### src/rtl/apb_mem_bridge_pkg.sv
// Shared types for the APB-to-memory-request bridge.
package apb_mem_bridge_pkg;

  // Widest data path any instance may use; the response record is sized to it.
  localparam int unsigned MaxDataW = 64;

  typedef enum logic [2:0] {
    StIdle    = 3'd0,
    StReq     = 3'd1,
    StWaitAck = 3'd2,
    StResp    = 3'd3,
    StDrain   = 3'd4
  } state_t;

  typedef struct packed {
    logic                err;
    logic [MaxDataW-1:0] data;
  } resp_t;

  // Zero-extend a core read word into the response record data field.
  function automatic logic [MaxDataW-1:0] widen_data(input logic [MaxDataW-1:0] d);
    return d;
  endfunction

endpackage

### src/rtl/apb_mem_bridge_wdt.sv
// Saturating response-timeout counter for the bridge.
module bridge_wdt #(
  parameter int unsigned TIMEOUT = 1024
) (
  input  logic clock,
  input  logic reset,
  input  logic clear_i,
  input  logic enable_i,
  output logic expired_o
);

  if (TIMEOUT == 0) begin : g_off
    // Timeout disabled: the counter does not exist.
    logic unused_off;
    assign unused_off = ^{clock, reset, clear_i, enable_i};
    assign expired_o  = 1'b0;
  end else begin : g_on
    localparam int unsigned CntW = $clog2(TIMEOUT + 1);
    localparam logic [CntW-1:0] Limit = CntW'(TIMEOUT);

    logic [CntW-1:0] cnt_q, cnt_d;

    // Next count: clear wins, then increment until the limit and hold there.
    always_comb begin
      cnt_d = cnt_q;
      if (clear_i) begin
        cnt_d = '0;
      end else if (enable_i && (cnt_q != Limit)) begin
        cnt_d = cnt_q + CntW'(1);
      end
    end

    // Counter register.
    always_ff @(posedge clock) begin
      if (reset) begin
        cnt_q <= '0;
      end else begin
        cnt_q <= cnt_d;
      end
    end

    assign expired_o = (cnt_q == Limit);
  end

endmodule

### src/rtl/apb_mem_bridge.sv
// APB slave that turns each access into one accept/ack memory request, with window and
// privilege checks, a response timeout and a registered APB response path.
module apb_mem_bridge
  import apb_mem_bridge_pkg::*;
#(
  parameter int unsigned       DATA_W    = 32,
  parameter int unsigned       ADDR_W    = 32,
  parameter logic [ADDR_W-1:0] BASE      = 32'ha000_0000,
  parameter logic [ADDR_W-1:0] SIZE      = 32'h0200_0000,
  parameter int unsigned       TIMEOUT   = 1024,
  parameter bit                PRIV_ONLY = 1'b0,
  localparam int unsigned      STRB_W    = DATA_W / 8
) (
  input  logic              clock,
  input  logic              reset,
  input  logic [ADDR_W-1:0] in_paddr,
  input  logic              in_psel,
  input  logic              in_penable,
  input  logic [2:0]        in_pprot,
  input  logic              in_pwrite,
  input  logic [DATA_W-1:0] in_pwdata,
  input  logic [STRB_W-1:0] in_pstrb,
  output logic              in_pready,
  output logic [DATA_W-1:0] in_prdata,
  output logic              in_pslverr,
  output logic [STRB_W-1:0] out_wr,
  output logic              out_rd,
  output logic [ADDR_W-1:0] out_addr,
  output logic [DATA_W-1:0] out_wdata,
  input  logic              out_accept,
  input  logic              out_ack,
  input  logic              out_error,
  input  logic [DATA_W-1:0] out_rdata
);

  localparam int unsigned       SizeLog2    = $clog2(SIZE);
  localparam logic [ADDR_W-1:0] AddrLowMask = ADDR_W'(STRB_W - 1);

  state_t              state_q, state_d;
  logic                pending_q, pending_d;
  logic [ADDR_W-1:0]   addr_q, addr_d;
  logic                write_q, write_d;
  logic [DATA_W-1:0]   wdata_q, wdata_d;
  logic [STRB_W-1:0]   strb_q, strb_d;
  resp_t               resp_q, resp_d;
  logic                pready_q, pready_d;
  logic                req_rd_q, req_rd_d;
  logic [STRB_W-1:0]   req_wr_q, req_wr_d;

  logic setup;
  logic in_window;
  logic priv_fail;
  logic wdt_clear;
  logic expired;

  assign setup     = in_psel && !in_penable;
  // Window is size-aligned, so only the bits above the window offset matter.
  assign in_window = (in_paddr >> SizeLog2) == (BASE >> SizeLog2);
  assign priv_fail = PRIV_ONLY && !in_pprot[0];

  // Counter runs only while a request is outstanding; it is zero on every entry to REQ.
  assign wdt_clear = !(state_q inside {StReq, StWaitAck});

  bridge_wdt #(
    .TIMEOUT (TIMEOUT)
  ) u_wdt (
    .clock     (clock),
    .reset     (reset),
    .clear_i   (wdt_clear),
    .enable_i  (!wdt_clear),
    .expired_o (expired)
  );

  // Next-state, request and response decode.
  always_comb begin
    state_d   = state_q;
    pending_d = pending_q;
    addr_d    = addr_q;
    write_d   = write_q;
    wdata_d   = wdata_q;
    strb_d    = strb_q;
    resp_d    = '0;
    req_rd_d  = 1'b0;
    req_wr_d  = '0;

    unique case (state_q)
      StIdle: begin
        if (setup) begin
          addr_d  = in_paddr & ~AddrLowMask;
          write_d = in_pwrite;
          wdata_d = in_pwdata;
          strb_d  = in_pstrb;
          if (!in_window || priv_fail) begin
            state_d    = StResp;
            resp_d.err = 1'b1;
          end else if (in_pwrite && (in_pstrb == '0)) begin
            state_d = StResp;
          end else if (pending_q && !out_ack) begin
            // A late ack arriving now settles the debt, so only stall if it has not.
            state_d = StDrain;
          end else begin
            state_d = StReq;
          end
        end
      end

      StDrain: begin
        if (out_ack) begin
          state_d = StReq;
        end
      end

      StReq: begin
        if (out_accept && out_ack) begin
          state_d     = StResp;
          resp_d.err  = out_error;
          resp_d.data = write_q ? '0 : widen_data(MaxDataW'(out_rdata));
        end else if (expired) begin
          state_d    = StResp;
          resp_d.err = 1'b1;
          // Accepted in the expiry cycle: its ack will still come and must be swallowed.
          pending_d  = out_accept;
        end else if (out_accept) begin
          state_d = StWaitAck;
        end
      end

      StWaitAck: begin
        if (out_ack) begin
          state_d     = StResp;
          resp_d.err  = out_error;
          resp_d.data = write_q ? '0 : widen_data(MaxDataW'(out_rdata));
        end else if (expired) begin
          state_d    = StResp;
          resp_d.err = 1'b1;
          pending_d  = 1'b1;
        end
      end

      StResp: begin
        state_d = StIdle;
      end

      default: begin
        state_d = StIdle;
      end
    endcase

    // Late acks are absorbed outside the request states and never forwarded.
    if (pending_q && out_ack && (state_q inside {StIdle, StResp, StDrain})) begin
      pending_d = 1'b0;
    end

    // Request lines are registered from the values that will be latched.
    if (state_d == StReq) begin
      req_rd_d = !write_d;
      req_wr_d = write_d ? strb_d : '0;
    end

    pready_d = (state_d == StResp);
  end

  // State, latched access and registered outputs.
  always_ff @(posedge clock) begin
    if (reset) begin
      state_q   <= StIdle;
      pending_q <= 1'b0;
      addr_q    <= '0;
      write_q   <= 1'b0;
      wdata_q   <= '0;
      strb_q    <= '0;
      resp_q    <= '0;
      pready_q  <= 1'b0;
      req_rd_q  <= 1'b0;
      req_wr_q  <= '0;
    end else begin
      state_q   <= state_d;
      pending_q <= pending_d;
      addr_q    <= addr_d;
      write_q   <= write_d;
      wdata_q   <= wdata_d;
      strb_q    <= strb_d;
      resp_q    <= resp_d;
      pready_q  <= pready_d;
      req_rd_q  <= req_rd_d;
      req_wr_q  <= req_wr_d;
    end
  end

  assign in_pready  = pready_q;
  assign in_pslverr = resp_q.err;
  assign in_prdata  = resp_q.data[DATA_W-1:0];
  assign out_rd     = req_rd_q;
  assign out_wr     = req_wr_q;
  assign out_addr   = addr_q;
  assign out_wdata  = wdata_q;

  if (DATA_W < MaxDataW) begin : g_narrow
    logic unused_data;
    assign unused_data = ^resp_q.data[MaxDataW-1:DATA_W];
  end

  logic unused_prot;
  assign unused_prot = ^in_pprot;

endmodule

### config.mk
export PLATFORM = sky130hd
export DESIGN_NAME = apb_mem_bridge
export DESIGN_NICKNAME = d
export VERILOG_FILES = /design/src/rtl/apb_mem_bridge_pkg.sv /design/src/rtl/apb_mem_bridge_wdt.sv /design/src/rtl/apb_mem_bridge.sv
export SDC_FILE = /design/constraint.sdc
export NUM_CORES = 1
export LEC_CHECK = 0
export BUFFER_PORTS_ARGS = -buffer_cell sky130_fd_sc_hd__buf_2
export CAP_MARGIN = 10
export CORE_UTILIZATION = 41
export DETAILED_ROUTE_END_ITERATION = 8
export PLACE_DENSITY = 0.76
export SLEW_MARGIN = 25
export SYNTH_ARGS = -nofsm -noshare
export SYNTH_HDL_FRONTEND = slang
export SYNTH_SLANG_ARGS = --single-unit
export TNS_END_PERCENT = 10
### constraint.sdc
create_clock -name clock -period 1.8 [get_ports clock]
set_input_delay 0 -clock clock [delete_from_list [all_inputs] [get_ports clock]]
set_output_delay 0 -clock clock [all_outputs]
set_load 0.02 [all_outputs]
==> impl_metrics.tcl, run 1 <==
set metrics [dict create \
    die_w_um 104 \
    start_kind "flop" \
    drc 0 \
    leakage_nw 3.30 \
    grt_pass1_wl_um 21400 \
    utilization_pct 70.0 \
    fin_cells 950 \
    min_period_ns 1.70 \
    swShare_pct 26.3 \
    hold_viol 0 \
    ff2ff_path_depth 5 \
    synth-seq-cells 121 \
    num-nets-final 914 \
    clock-sinks 121 \
    synth_top_area_share_pct 56.4 \
    cts_tree "done" \
    syn_inst 487 \
    cp.required_ns 2.22 \
    dp_hpwl_um 7720 \
    dr_total_vias 4591 \
    setup_tns_ns 0 \
    path_clk_slew_ns 0.06 \
    synth_area_leaders "dfxtp_1, nand2_1, a21oi_1" \
    min_from "in_psel" \
    worstPathArrival_ns 2.12 \
    worstReg2RegStart "state_q[2]" \
    hold_end "in_pslverr" \
    final_cell_mix "buf_2, nand2_1, dfxtp_1, dlygate4sd3_1, a21oi_1" \
    numPortBuffers 206 \
    routed_wl_um 13300 \
    antenna_left 0 \
    synth.yosys.seq_area_share_pct 56.4 \
    status "complete, no violations" \
    pre_cts_ws_ns -0.0158 \
    pwr-share-comb_pct 14.2 \
    antenna_found_initial 0 \
    synthArstFlopShare_pct 0 \
    area_growth_pct 66.7 \
    cap_violations 0 \
    crit_fanout 7 \
    min_path_type "in -> reg" \
    p_seq_share_pct 39.9 \
    r2r_slack_ns 0.10 \
    place_congestion 0.884 \
    fp.dieH_um 104 \
    dp.cells 814 \
    setup_viol 0 \
    worst_pin_slew_ns 0.512 \
    layout_setup_ws_ns 0.100 \
    critPathKind "reg -> reg" \
    period_share_pct 94.4 \
    p_int_mw 5.32 \
    drt-pass1-iter-count 4 \
    switching_power_mw 1.90 \
    drv_slew 0 \
    cts_made_buffers 17 \
    antennaDiodeCount 0 \
    placementRows 37 \
    holdPathStages 5 \
    slew_headroom_pct 65.9 \
    io_pins 214 \
    wl_per_cell_um 14.0 \
    grt_max_degree 52 \
    power_density_mw_per_mm2 1010 \
    skew_ns 0.00610 \
    power_mw 7.22 \
    cts-root-buf "clkbuf_8" \
    clk_latency_ns 0.50 \
    coreArea_sq_mm 0.0102 \
    pwr-share-clk_pct 45.9 \
    worstReg2RegEnd "out_wr[3]" \
    synth_warnings 0 \
    htree_levels 4 \
    synth.distinct_cells 41 \
    cts_buffer_depth 2 \
    avgSynthCellArea_sq_um 8.83 \
    netlist_area_sq_mm 0.00430 \
    grt.overflow.total 0 \
    vdd_ir_drop_max_v 0.000637 \
    cp-startpoint "state_q[2]" \
    synth_ff_type "dfxtp_1" \
    die-area_sq_mm 0.0109 \
    grt_pass1_vias 4631 \
    synth_edf_count 0 \
    final_common_cell "buf_2" \
    max_freq_ghz 0.588 \
    drive_gt1_share_pct 33.3 \
    start_util_pct 42.0 \
    synth_top_area_cell "dfxtp_1" \
    viasPerCell 4.83 \
    grt.total_usage_pct 24.5 \
    drt_iter0_drc 375 \
    end_kind "flop" \
]
[routing by layer]
metal / vias up / part of all wire [%] / global-route usage [%]
met3: 35 / 6.9 / 7.46
met5: - / 0 / 0
met4: 0 / 2.5 / 10.6
li1: 2220 / - / -
met1: 2121 / 40 / 26.8
met2: 215 / 51 / 43.4
[kinds of logic after synthesis]
| kind of cell | share of synthesized area, % |
|---|---|
| AO/OA/AOI/OAI | 10.1 |
| XOR/XNOR | 2.42 |
| adder cells (fa/ha/maj) | 0.582 |
| buffers and inverters | 4.02 |
| flip-flops | 56.4 |
| multiplexers | 1.40 |
| other | 0.0873 |
| AND/OR/NAND/NOR | 25.0 |
[cells in the mapped netlist (7+ instances only)]
cell type	number
and2_1	37
nor2_1	19
clkbuf_1	12
nand2_1	131
inv_1	7
buf_1	9
a21oi_1	66
dfxtp_1	121
xor2_1	8
[worst max-delay path by stage]
stage                               end  depth (start not counted)
floorplan                     out_wr[0]                          6
global placement                 out_rd                          6
detailed placement               out_rd                          6
CTS                           pending_q                          5
global route        u_wdt.g_on.cnt_q[7]                          5
finish                        out_wr[3]                          5
[power by group through the flow]
| stage | clock network, mW | registers [mW] | logic, mW |
|---|---|---|---|
| finish | 3.31 | 2.88 | 1.03 |
| global route | 3.52 | 2.89 | 1.11 |
| CTS | 3.38 | 2.87 | 0.991 |
| detailed placement | 0 | 2.92 | 0.807 |
| global placement | 0 | 2.92 | 0.785 |
| floorplan | 0 | 3.04 | 0.363 |
[what timing repair did]
item / CTS / global route
setup endpoints to repair: 1 / 79
hold buffers: 103 / 0
gates resized for setup: 2 / 7
buffers inserted: 0 / 1
hold endpoints to repair: 110 / 0
pin swaps: 1 / 1
[state kept, by name, summed over array words and instances (netlist names)]
register,count
in_pslverr,1
write_q,1
out_rd,1
out_wr,4
state_q,3
out_wdata,32
in_prdata,32
strb_q,4
out_addr,30
pending_q,1
in_pready,1
u_wdt.g_on.cnt_q,11
[critical path, cell delays in order (launching register included)]
cell	delay, ns
dfxtp_1	0.47
nor2_1	0.13
and3_2	0.26
mux2i_1	0.21
or3_1	0.39
nor3_1	0.15
[metrics by stage]
step                      hold WS (ns)  area, sq um
after floorplan                  0.118         4300
after global placement           0.199         5500
after detailed placement         0.201         5500
after CTS                       0.0472         7120
after global routing            0.0792         7170
final                           0.0671         7170
[final cells by class]
| type | count | area (sq um) |
|---|---|---|
| timing repair buffer | 326 | 2210 |
| tap | 136 | 170 |
| clock buffer | 18 | 428 |
| multi-input combinational | 328 | 1750 |
| fill | 684 | 3070 |
| clock inverter | 14 | 159 |
| inverter | 7 | 26.3 |
| sequential | 121 | 2420 |
Note: power is estimated with default switching activity, not from simulation.
==> run 2, diff against run 1 <==
--- a/config.mk
+++ b/config.mk
@@ -9,6 +9,7 @@
 export CAP_MARGIN = 10
 export CORE_UTILIZATION = 41
 export DETAILED_ROUTE_END_ITERATION = 8
+export GPL_TIMING_DRIVEN = 0
 export PLACE_DENSITY = 0.76
 export SLEW_MARGIN = 25
 export SYNTH_ARGS = -nofsm -noshare
==> constraint.sdc (replaced) <==
create_clock -name clock -period 1.8 [get_ports clock]
set_input_delay 0.36 -clock clock [delete_from_list [all_inputs] [get_ports clock]]
set_output_delay 0.36 -clock clock [all_outputs]
set_load 0.02 [all_outputs]
==> run 2 against run 1 <==
  * Fmax is 4.6% lower
  * Largest power group unchanged
  * Critical endpoint is now in_prdata[8]
  * Utilization is 8.6 points lower
  * Die area stayed put
==> impl_metrics.tcl, run 2 (synthesis gave the netlist of run 1 again) <==
set metrics [dict create \
    critPathCapture "in_prdata[8]" \
    min_from "out_rdata[2]" \
    min_period_ns 1.78 \
    viasPerCell 4.75 \
    area_growth_pct 46.3 \
    grt.total_usage_pct 21.4 \
    num-nets-final 827 \
    layout_setup_ws_ns 0.0178 \
    rsz0062_at_grt "yes" \
    drv_slew 0 \
    path_clk_slew_ns 0.06 \
    critPathKind "reg -> reg" \
    drc 0 \
    cts_made_buffers 17 \
    final_common_cell "buf_2" \
    vdd_ir_drop_max_v 0.000556 \
    pre_cts_ws_ns -0.250 \
    grt_pass1_wl_um 18600 \
    cap_violations 0 \
    drt_iter0_drc 253 \
    cp-startpoint "state_q[1]" \
    cp_common_cell "buf_4" \
    wl_per_cell_um 13.2 \
    place_congestion 0.850 \
    coreArea_sq_mm 0.0102 \
    die-area_sq_mm 0.0109 \
    cts_buffer_depth 2 \
    top_layer_used "met4" \
    pwr-share-comb_pct 12.3 \
    cp.required_ns 2.23 \
    setup_viol 0 \
    pwr-share-clk_pct 48.2 \
    clock-sinks 121 \
    cpMaxStageDelayCell "nor3b_4" \
    utilization_pct 61.5 \
    start_kind "flop" \
    grt.overflow.total 0 \
    antenna_left 0 \
    dp_hpwl_um 8460 \
    switching_power_mw 1.81 \
    status "complete, no violations" \
    end_kind "flop" \
    antenna_found_initial 1 \
    placementRows 37 \
    wl_met2_um 5770 \
    numPortBuffers 205 \
    drive_gt1_share_pct 38.2 \
    swShare_pct 24.9 \
    p_int_mw 5.46 \
    io_pins 214 \
    worstReg2RegStart "state_q[1]" \
    leakage_nw 2.92 \
    period_share_pct 99.0 \
    cpPeakStageDelay_ns 0.36 \
    htree_levels 4 \
    r2r_slack_ns 0.02 \
    fp.dieH_um 104 \
    die_w_um 104 \
    cts_tree "done" \
    wl_met1_um 4650 \
    wl_met3_um 715 \
    grt_max_degree 17 \
    crit_fanout 10 \
    dr_total_vias 4107 \
    drt-pass1-iter-count 4 \
    slew_headroom_pct 64.6 \
    grt_pass1_vias 4049 \
    ctsHoldBuffers 0 \
    ff2ff_path_depth 6 \
    cts-root-buf "clkbuf_8" \
    max_freq_ghz 0.561 \
    min_path_type "in -> reg" \
    power_density_mw_per_mm2 1160 \
    worst_pin_slew_ns 0.530 \
    start_util_pct 42.0 \
    hold_viol 0 \
    cp_cell_sequence "buf_4 -> nand3b_1 -> a211oi_4 -> nor3b_4 -> buf_4 -> and2_1" \
    skew_ns 0.0208 \
    worstReg2RegEnd "in_prdata[8]" \
    p_seq_share_pct 39.5 \
    routed_wl_um 11400 \
    final_cell_mix "buf_2, nand2_1, dfxtp_1, a21oi_1, and2_1" \
    worstPathArrival_ns 2.21 \
    clk_latency_ns 0.50 \
]
## run 2: changes by cell type in the layout (fill, tap and decap cells not counted), sizes merged
cell	previous run	this run
dlygate4sd3	103	0
clkinv	3	2
diode	0	2
inv	14	11
clkbuf	18	35
bufinv	2	4
## run 2: worst min-delay path by stage
stage                         to  slack, ns  cells after the start
floorplan              pending_q       0.44                      1
global placement    out_wdata[8]       0.44                      2
detailed placement  out_addr[30]       0.44                      2
CTS                 in_prdata[6]       0.02                      2
global route        in_prdata[7]       0.03                      2
finish              in_prdata[2]       0.05                      2
## run 2: timing repair
item	CTS	global route
setup buffers	0	3
pin swaps	0	5
resized for setup	18	21
setup endpoints to repair	84	100
## run 2: per-stage QoR
stage | TNS (ns) | power, mW | instances | instance area, sq um | hold slack, ns
6_report | 0 | 7.27 | 864 | 6290 | 0.0520
2_1_floorplan | 0 | 3.41 | 488 | 4300 | 0.441
3_5_place_dp | -9.59 | 3.73 | 829 | 5500 | 0.444
3_3_place_gp | -5.25 | 3.70 | 829 | 5500 | 0.439
5_1_grt | -1.47 | 7.59 | 864 | 6290 | 0.0323
4_1_cts | -0.0409 | 7.32 | 860 | 6210 | 0.0206
## run 2: critical path: cells and delay by family (launching register included)
| kind | cells | cell delay, ns |
|---|---|---|
| DFF | 1 | 0.31 |
| and+or+nand+nor | 3 | 0.71 |
| AOI/OAI and AO/OA | 1 | 0.31 |
| buffers and inverters | 2 | 0.38 |
## run 2: power groups by stage
stage                     Combinational (mW)  Clock, mW  Sequential, mW
after floorplan                        0.363          0            3.04
after detailed placement               0.813          0            2.92
after global placement                 0.790          0            2.91
after global routing                   0.972       3.73            2.89
after CTS                              0.857       3.59            2.87
final                                  0.891       3.51            2.87
## run 2: layer usage
layer,GRT usage [%],up-vias
li1,-,2053
met5,0,-
met1,22.9,1862
met4,9.59,0
met3,6.45,24
met2,38.6,168
## run 2: cell type report
type                    count  area (sq um)
inverters                   7          26.3
clock buffers              19           432
well taps                 136           170
repair buffers            208          1050
multi-input cells         328          1820
flip-flops and latches    121          2430
plain buffers              31           174
fillers                   856          3940
clock inverters            12           188
diodes                      2          5.00
==> run 3, diff against run 2 <==
--- a/config.mk
+++ b/config.mk
@@ -5,12 +5,13 @@
 export SDC_FILE = /design/constraint.sdc
 export NUM_CORES = 1
 export LEC_CHECK = 0
+export ABC_AREA = 1
 export BUFFER_PORTS_ARGS = -buffer_cell sky130_fd_sc_hd__buf_2
 export CAP_MARGIN = 10
-export CORE_UTILIZATION = 41
+export CORE_UTILIZATION = 46
 export DETAILED_ROUTE_END_ITERATION = 8
 export GPL_TIMING_DRIVEN = 0
-export PLACE_DENSITY = 0.76
+export PLACE_DENSITY = 0.79
 export SLEW_MARGIN = 25
 export SYNTH_ARGS = -nofsm -noshare
 export SYNTH_HDL_FRONTEND = slang
==> constraint.sdc (replaced) <==
create_clock -name clock -period 1.95 [get_ports clock]
set_input_delay 0.39 -clock clock [delete_from_list [all_inputs] [get_ports clock]]
set_output_delay 0.39 -clock clock [all_outputs]
set_load 0.02 [all_outputs]
==> run 3 against run 2 <==
  * Clock power fell by 15%
  * Setup slack improved by 0.25 ns
  * Sequential power fell by 7%
==> impl_metrics.tcl, run 3 <==
set metrics [dict create \
    synth_warnings 0 \
    synth_edf_count 0 \
    num-nets-final 889 \
    fp.dieH_um 102 \
    grt_pass1_vias 4241 \
    place_congestion 0.884 \
    synth.yosys.seq_area_share_pct 52.4 \
    synth.distinct_cells 37 \
    grtUsageMet3_pct 7.05 \
    cp_top_family "simple AND/OR/NAND/NOR gates" \
    synth_top_area_cell "dfxtp_1" \
    fill_cells 805 \
    cap_violations 0 \
    dr_total_vias 4519 \
    drt_iter0_drc 144 \
    hold_end "out_addr[18]" \
    vdd_ir_drop_max_v 0.000595 \
    drt-pass1-iter-count 4 \
    crit_fanout 10 \
    netlist_area_sq_mm 0.00462 \
    avgSynthCellArea_sq_um 8.39 \
    antennaDiodeCount 0 \
    ys_top_cells_by_count "nor2_1, dfxtp_1, o21ai_0" \
    synth-seq-cells 121 \
    path_clk_slew_ns 0.06 \
    io_pins 214 \
    start_kind "flop" \
    drc 0 \
    min_period_ns 1.68 \
    area_growth_pct 38.2 \
    holdPathStages 3 \
    path_buf_inv 2 \
    grt_pass1_wl_um 19100 \
    start_util_pct 47.3 \
    grt_max_degree 17 \
    hold_viol 0 \
    dp_hpwl_um 9190 \
    synth.most_common_cell "nor2_1" \
    cpMaxStageDelayCell "dfxtp_1" \
    die_w_um 102 \
    cp-startpoint "u_wdt.g_on.cnt_q[0]" \
    period_share_pct 86.1 \
    end_kind "flop" \
    worstPathArrival_ns 2.11 \
    cpPeakStageDelay_ns 0.37 \
    top_usage_layer "met2" \
    worstReg2RegEnd "u_wdt.g_on.cnt_q[2]" \
    cts_tree "done" \
    htree_levels 4 \
    min_from "in_paddr[18]" \
    synth_ff_type "dfxtp_1" \
    synth_top_area_share_pct 52.4 \
    routed_wl_um 12300 \
    timing.hold.ws_ns 0.0967 \
    leakage_nw 3.08 \
    r2r_slack_ns 0.27 \
    cts-root-buf "clkbuf_8" \
    cts_buffer_depth 2 \
    final_common_cell "buf_2" \
    critPathKind "reg -> reg" \
    cts_setup_buffers 0 \
    cp_common_cell "nand2_1" \
    setup_tns_ns 0 \
    min_path_type "in -> reg" \
    max_freq_ghz 0.596 \
    wl_per_cell_um 13.4 \
    final_cell_mix "buf_2, nor2_1, dfxtp_1, o21ai_0, nand2_1" \
    antenna_left 0 \
    setup_viol 0 \
    cp_cell_sequence "inv_1 -> ha_1 -> nand2_1 -> nor2_1 -> nand2_1 -> nand2_2 -> buf_4 -> nor3_1 -> nor3b_1" \
    die-area_sq_mm 0.0105 \
    power_density_mw_per_mm2 1030 \
    grt.total_usage_pct 23.8 \
    ctsHoldBuffers 0 \
    drv_slew 0 \
    seq_area_sq_mm 0.00242 \
    synth_area_leaders "dfxtp_1, nor2_1, o21ai_0" \
    antenna_found_initial 0 \
    cts-resized-gates 0 \
    grt.overflow.total 0 \
    status "complete, no violations" \
    syn_inst 551 \
    drive_gt1_share_pct 38.0 \
    viasPerCell 4.90 \
    cp.required_ns 2.38 \
    ff2ff_path_depth 9 \
    grt_util_met2_pct 42.1 \
    clk_latency_ns 0.51 \
    placementRows 36 \
    use_met1_pct 25.4 \
    synthArstFlopShare_pct 0 \
    skew_ns 0.0105 \
    multiInputGateArea_sq_mm 0.00190 \
    coreArea_sq_mm 0.00977 \
    numPortBuffers 205 \
    rsz0062_at_grt "no" \
    clock-sinks 121 \
    worstReg2RegStart "u_wdt.g_on.cnt_q[0]" \
    cts_made_buffers 17 \
]
==> run 3: cell types whose count changed after synthesis, sizes merged, moves of 6 or more <==
cell	change
nor2	+140
nand2	-78
o21ai	+67
a21oi	-55
and2	-37
nor3b	+32
inv	+20
nand3	+13
buf	+7
or3	-6
xor2	-6
==> run 3: power by group <==
| group | leakage [nW] | internal, mW | total, mW | switching (mW) |
|---|---|---|---|---|
| logic | 1.83 | 0.346 | 0.963 | 0.617 |
| registers | 0.986 | 2.62 | 2.68 | 0.0606 |
| clock network | 0.265 | 1.87 | 2.97 | 1.09 |
==> run 3: worst max-delay path by stage <==
stage                          endpoint  slack, ns  depth (start not counted)
CTS                 u_wdt.g_on.cnt_q[2]       0.28                          9
finish              u_wdt.g_on.cnt_q[2]       0.27                          9
global placement              out_wr[1]       0.40                          9
global route        u_wdt.g_on.cnt_q[2]       0.05                          9
detailed placement  u_wdt.g_on.cnt_q[2]       0.30                          9
floorplan           u_wdt.g_on.cnt_q[2]       0.56                          9
==> run 3: cell type report <==
cell class	instances	share of cell area (%)
Sequential cell	121	37.9
Multi-Input combinational cell	370	29.7
Timing Repair Buffer	205	16.1
Clock buffer	20	6.97
Buffer	34	3.21
Tap cell	133	2.61
Clock inverter	12	1.96
Inverter	27	1.59
==> run 3: through the flow <==
step	total power [mW]	instances	cell area [sq um]	setup slack (ns)	util [%]
after floorplan	3.34	552	4620	0.562	-
after global placement	3.66	890	5820	0.398	59.5
after detailed placement	3.69	890	5820	0.301	59.5
after CTS	6.65	922	6390	0.280	65.3
after global routing	6.88	922	6390	0.0550	65.3
final	6.61	922	6390	0.272	65.3
==> run 3: worst reg2reg max path, stage by stage, from the launching register on <==
cell     delay, ns
dfxtp_1       0.37
inv_1         0.13
ha_1          0.16
nand2_1       0.05
nor2_1        0.21
nand2_1       0.15
nand2_2       0.11
buf_4         0.18
nor3_1        0.06
nor3b_1       0.17
==> run 3: metal layers <==
layer,routed length (um),vias up
met5,0,-
met4,408,0
met3,824,38
met2,6210,160
met1,4870,2085
li1,-,2236
==> run 3: cell families (layout without fill, tap and decap cells) <==
| family | Yosys count | after routing | synth area share, % |
|---|---|---|---|
| DFF | 121 | 121 | 52.4 |
| muxes | 4 | 4 | 0.867 |
| AOI/OAI and AO/OA | 81 | 81 | 8.96 |
| buffers and inverters | 61 | 298 | 6.63 |
| and+or+nand+nor | 278 | 278 | 29.9 |
| adders and majority gates | 2 | 2 | 0.541 |
| other | 1 | 2 | 0.0812 |
| xor gates and xnor gates | 3 | 3 | 0.569 |
